File: config.mk
export PLATFORM = sky130hd
export DESIGN_NAME = vga_fb_arbiter
export DESIGN_NICKNAME = d
export VERILOG_FILES = /design/src/rtl/vga_fb_arbiter.sv
export SDC_FILE = /design/constraint.sdc
export NUM_CORES = 1
export LEC_CHECK = 0
export CAP_MARGIN = 10
export CORE_MARGIN = 5
export CORE_UTILIZATION = 30
export CTS_BUF_LIST = sky130_fd_sc_hd__clkbuf_2 sky130_fd_sc_hd__clkbuf_4 sky130_fd_sc_hd__clkbuf_8
export DETAILED_ROUTE_END_ITERATION = 8
export PLACE_DENSITY = 0.55
export SLEW_MARGIN = 20
export SYNTH_ARGS = -nofsm -noshare
export SYNTH_HDL_FRONTEND = slang
export SYNTH_SLANG_ARGS = --single-unit
export TNS_END_PERCENT = 50
File: constraint.sdc
create_clock -name clk -period 8 [get_ports clk]
set_input_delay 0.8 -clock clk [delete_from_list [all_inputs] [get_ports clk]]
set_output_delay 0.8 -clock clk [all_outputs]
set_load 0.02 [all_outputs]
File: src/rtl/vga_fb_arbiter.sv
// vga_fb_arbiter: shares one single-port framebuffer RAM between VGA scan-out reads and buffered CPU writes.
// Optional macro VGA_FB_STATS_EN adds a saturating write-stall counter output (stall_cnt).
module vga_fb_arbiter #(
  parameter int ADDR_W       = 17,
  parameter int PIX_W        = 8,
  parameter int PIX_PER_WORD = 4,
  parameter int H_ACTIVE     = 640,
  parameter int V_ACTIVE     = 480,
  parameter int WFIFO_DEPTH  = 4
) (
  input  logic              clk,
  input  logic              rst_n,
  input  logic [9:0]        x,
  input  logic [9:0]        y,
  input  logic              blank_b,
  output logic [PIX_W-1:0]  pix,
  input  logic              cpu_wr_valid,
  input  logic [ADDR_W-1:0] cpu_wr_addr,
  input  logic [31:0]       cpu_wr_data,
  output logic              cpu_wr_ready,
  output logic [ADDR_W-1:0] mem_addr,
  output logic              mem_we,
  output logic [31:0]       mem_wdata,
  input  logic [31:0]       mem_rdata,
`ifdef VGA_FB_STATS_EN
  output logic [15:0]       stall_cnt,
`endif
  output logic              underrun
);
  localparam int WA = $clog2(WFIFO_DEPTH);
  localparam int LW = $clog2(PIX_PER_WORD);
  localparam logic [ADDR_W:0] FRAME_WORDS = (ADDR_W+1)'(H_ACTIVE * V_ACTIVE / PIX_PER_WORD);
  logic [ADDR_W:0]   fp;
  logic [31:0]       pbuf [2];
  logic              pb_wp, pb_rp;
  logic [1:0]        pb_cnt;
  logic              rd_v1, rd_v2;
  logic [ADDR_W-1:0] wf_addr [WFIFO_DEPTH];
  logic [31:0]       wf_data [WFIFO_DEPTH];
  logic [WA:0]       wf_wp, wf_rp;
  logic              flush, rd_ok, wf_push, wf_pop, wf_empty, in_range;
  logic              pb_push, pb_pop, pb_empty;
  logic [LW-1:0]     lane;
  logic [31:0]       head;
  logic              unused;
  assign lane         = x[LW-1:0];
  assign unused       = ^x[9:LW];
  assign flush        = y == 10'(V_ACTIVE);
  // rd_v1/rd_v2 track reads still in the 2-cycle RAM pipeline so the buffer can never overflow
  assign rd_ok        = !flush && fp < FRAME_WORDS && ({1'b0, pb_cnt} + {2'b0, rd_v1} + {2'b0, rd_v2}) < 3'd2;
  assign wf_empty     = wf_wp == wf_rp;
  assign cpu_wr_ready = (wf_wp - wf_rp) != (WA+1)'(WFIFO_DEPTH);
  assign wf_push      = cpu_wr_valid && cpu_wr_ready;
  assign wf_pop       = !rd_ok && !wf_empty;
  assign in_range     = {1'b0, wf_addr[wf_rp[WA-1:0]]} < FRAME_WORDS;
  assign pb_empty     = pb_cnt == 2'd0;
  assign pb_push      = rd_v2 && !flush;
  assign pb_pop       = blank_b && &lane && !pb_empty && !flush;
  assign head         = pbuf[pb_rp];
  always_ff @(posedge clk) begin
    if (wf_push) begin
      wf_addr[wf_wp[WA-1:0]] <= cpu_wr_addr;
      wf_data[wf_wp[WA-1:0]] <= cpu_wr_data;
    end
    if (pb_push) pbuf[pb_wp] <= mem_rdata;
  end
  always_ff @(posedge clk or negedge rst_n) begin
    if (!rst_n) begin
      fp        <= '0;
      pb_wp     <= 1'b0;
      pb_rp     <= 1'b0;
      pb_cnt    <= 2'd0;
      rd_v1     <= 1'b0;
      rd_v2     <= 1'b0;
      wf_wp     <= '0;
      wf_rp     <= '0;
      mem_addr  <= '0;
      mem_we    <= 1'b0;
      mem_wdata <= '0;
      pix       <= '0;
      underrun  <= 1'b0;
    end else begin
      if (wf_push) wf_wp <= wf_wp + (WA+1)'(1);
      if (wf_pop) wf_rp <= wf_rp + (WA+1)'(1);
      mem_we <= wf_pop && in_range;
      if (rd_ok) mem_addr <= fp[ADDR_W-1:0];
      else if (wf_pop && in_range) begin
        mem_addr  <= wf_addr[wf_rp[WA-1:0]];
        mem_wdata <= wf_data[wf_rp[WA-1:0]];
      end
      fp    <= flush ? '0 : rd_ok ? fp + (ADDR_W+1)'(1) : fp;
      rd_v1 <= rd_ok;
      rd_v2 <= rd_v1 && !flush;
      if (flush) begin
        pb_wp  <= 1'b0;
        pb_rp  <= 1'b0;
        pb_cnt <= 2'd0;
      end else begin
        if (pb_push) pb_wp <= ~pb_wp;
        if (pb_pop) pb_rp <= ~pb_rp;
        pb_cnt <= pb_cnt + {1'b0, pb_push} - {1'b0, pb_pop};
      end
      pix <= (blank_b && !pb_empty) ? head[int'(lane)*PIX_W +: PIX_W] : '0;
      if (blank_b && pb_empty) underrun <= 1'b1;
    end
  end
`ifdef VGA_FB_STATS_EN
  always_ff @(posedge clk or negedge rst_n) begin
    if (!rst_n) stall_cnt <= '0;
    else if (cpu_wr_valid && !cpu_wr_ready && stall_cnt != 16'hFFFF) stall_cnt <= stall_cnt + 16'd1;
  end
`endif
endmodule

==> summary.md <==
| Metric | Value |
|---|---|
| Status | `finished, final reports clean` |
| Synth cell types | `50` |
| Synth warn | `0` |
| Worst Hold Class | `input pin to async pin` |
| Post-route ant nets | `0` |
| Cell taking the most area after synthesis | `edfxtp_1` |
| Grt met2 use | `0.198` |
| Fin crit share | `0.484` |
| FMAX | `258 MHz` |
| Top-Level Pins | `165` |
| Post-CTS Setup Bufs | `0` |
| Mapped Nets | `857` |
| Final Max Slew Viols | `0` |
| Slew headroom | `0.318` |
| Max_cap viols | `0` |
| Post-synth EDFFs | `260` |
| Overall Power | `6.92 mW` |
| Share of cells above drive strength 1 | `0.255` |
| Mean Syn Cell Area | `18.7 um2` |
| Seq cells post-synth | `349` |
| Area growth from synthesis to layout | `25.7%` |
| Die Area | `50,700 um2` |
| Chip Height | `225 um` |
| Max clock buf depth | `3` |
| DP HPWL | `18,700 um` |
| # nets final | `1,048` |
| Final hold slack | `102 ps` |
| Pwr dens | `396 nW/um2` |
| Setup-failing EPs final | `0` |
| Minimum clock period | `3880 ps` |
| Final WL | `31,300 um` |
| Post_cts resized | `0` |
| Fillers | `4,221` |
| Die W | `225 um` |
| Area fraction of the dominant cell type after synthesis | `0.562` |
| Sw Ratio | `0.317` |
| Most common cell in the netlist | `edfxtp_1` |
| Post-synth top flop | `edfxtp_1` |
| Crit Path Max Fanout | `33` |
| Reg2reg start | `wf_rp[0]` |
| Maximum vdd drop | `264 uV` |
| CP Class | `input pin to flop` |
| CTS tree | `built` |
| Remaining DRCs | `0` |
| Number of global-route vias before repair | `8,025` |
| Worst-Margin Slew | `1020 ps` |
| TritonCTS buffer count | `60` |
| Clock Tree Root | `clkbuf_8` |
| Vias | `7,402` |
| Reg clk slew, reported paths | `60 ps` |
| Post-Syn Area | `13,900 um2` |
| First-pass GRT wire length | `48,500 um` |
| Place WS | `3370 ps` |
| WP data arrival | `4410 ps` |
| DR iter-0 viols | `405` |
| Req. time, crit path | `8530 ps` |
| Wire per inst | `19.7 um` |
| Hold Vio Cnt, Final | `0` |
| Register area share after synthesis | `0.722` |
| Reg2Reg Depth | `6` |
| Final Wtd Congestion | `0.760` |
| Sw power | `2.19 mW` |
| Non-filler instance count after layout | `1,584` |
| Setup crit start kind | `input pin` |
| Unrepaired setup endpoints after global routing | `false` |
| Clk sink count | `349` |
| Via-to-Cell Ratio | `4.67` |
| Most used routing layer | `met2` |
| Antenna violations before repair | `6` |
| Final worst slack | `4120 ps` |
| Port Buf Inserts | `156` |
| Synth top cells by count | `edfxtp_1 (260), dfrtp_1 (89), mux4_2 (65), nor2_1 (45), mux2_4 (29)` |
| Internal | `4.72 mW` |
| Combinational power share | `0.354` |
| Core Box Area | `45,600 um2` |
| GRT Total Usage | `0.124` |
| Top cells by area, synth | `edfxtp_1 (56%), dfrtp_1 (16%), mux4_2 (11%)` |
| DRT Pass-1 Iters | `4` |
| Met3 usage | `0.0408` |
| Clock Power Share | `0.260` |
| FFs w/ async S/R, synth | `0.255` |
| Grt total ovfl | `0` |
| Sequential power share | `0.386` |
| Starting density of the core | `0.305` |
| Skew final | `29.3 ps` |
| H-tree Lvls | `2` |
| Clk_lat worst skew | `650 ps` |
| Largest net degree at the start of global routing | `66` |
| Total Neg Setup Slack | `0 ps` |
| Critical R2R Capture | `mem_wdata[25]` |
| Inst Count DP | `1,470` |
| Num rows | `78` |
| Hold Buf Count CTS | `0` |
| FF-to-FF setup slack | `4280 ps` |
| Leakage | `6.20 nW` |
| Crit end category | `flop` |
| Post-Synthesis Cells | `741` |
| Met1 Use GR | `0.160` |
[registers in the layout (all words and copies together), names as in the netlist]
| name | flops |
|---|---|
| wf_rp | 3 |
| pix | 8 |
| pb_wp | 1 |
| wf_addr | 68 |
| wf_wp | 3 |
| pb_rp | 1 |
| pbuf | 64 |
| rd_v1 | 1 |
| fp | 18 |
| mem_wdata | 32 |
| wf_data | 128 |
| underrun | 1 |
| mem_we | 1 |
| rd_v2 | 1 |
| mem_addr | 17 |
| pb_cnt | 2 |
[per-stage QoR]
stage	area, um2	utilization
global route	17500	0.383
CTS	17500	0.383
floorplan	13900	-
detailed placement	16100	0.353
global placement	16100	0.353
finish	17500	0.383
[critical path: stages]
cell	delay (ps)
clkdlybuf4s50_1	400
nor4_1	340
nand4b_1	600
a31oi_2	990
o21a_2	260
buf_4	570
mux2_2	400
[power groups by stage]
stage	registers [mW]	logic [mW]	clock network, mW
detailed placement	2.71	2.50	0
floorplan	2.79	1.65	0
global route	2.72	2.65	1.97
global placement	2.71	2.47	0
CTS	2.68	2.51	1.87
finish	2.67	2.45	1.80
[worst max-delay path by stage]
stage	startpoint	to	slack [ps]	cells past startpoint
6_report	y[1]	mem_wdata[25]	4120	7
5_1_grt	y[1]	mem_wdata[31]	3860	7
4_1_cts	y[1]	mem_wdata[25]	4120	7
3_5_place_dp	y[1]	mem_wdata[25]	3370	7
3_3_place_gp	y[1]	mem_wdata[24]	3440	7
2_1_floorplan	wf_rp[1]	wf_addr[3][0]	4150	9
[cell usage in the layout, fill, tap and decap left out, drive strengths merged, types with 5 or more instances in the layout]
master,Yosys,final
nand2,15,15
o21ai,6,6
ha,11,11
clkdlybuf4s50,0,155
a31oi,8,8
nor2,45,45
a211oi,14,14
edfxtp,260,260
and3,21,21
inv,10,13
xnor2,14,14
nand3,19,19
buf,17,14
xor2,5,5
or3b,14,14
mux2i,8,8
clkbuf,23,97
mux4,65,65
mux2,32,32
o211ai,14,14
and2,9,9
nor4,6,6
dfrtp,89,89
a21oi,5,5
clkinv,0,8
[routing by layer]
layer	vias to the layer above	routed length, um	share of wire
met2	208	14600	0.47
met1	3775	13800	0.44
met3	66	2130	0.068
met5	-	57	0.0018
li1	3345	-	-
met4	8	728	0.023
[layout make-up]
type,instances,area (um2),area share
Clock buffer,97,1170,0.0671
Clock inverter,16,201,0.0115
Sequential cell,349,10000,0.575
Timing Repair Buffer,169,1660,0.0948
Multi-Input combinational cell,342,3610,0.206
Tap cell,600,751,0.0430
Inverter,10,37.5,0.00215
Antenna cell,1,2.50,0.000143
[logic make-up after synthesis]
logic type | Yosys count | synth area share
AO/OA/AOI/OAI | 64 | 0.0349
XOR/XNOR | 19 | 0.0120
adder cells (fa/ha/maj) | 11 | 0.00991
buffers and inverters | 50 | 0.0195
flip-flops | 349 | 0.722
multiplexers | 105 | 0.145
AND/OR/NAND/NOR | 143 | 0.0566
Power figures use the tool's default switching activity.
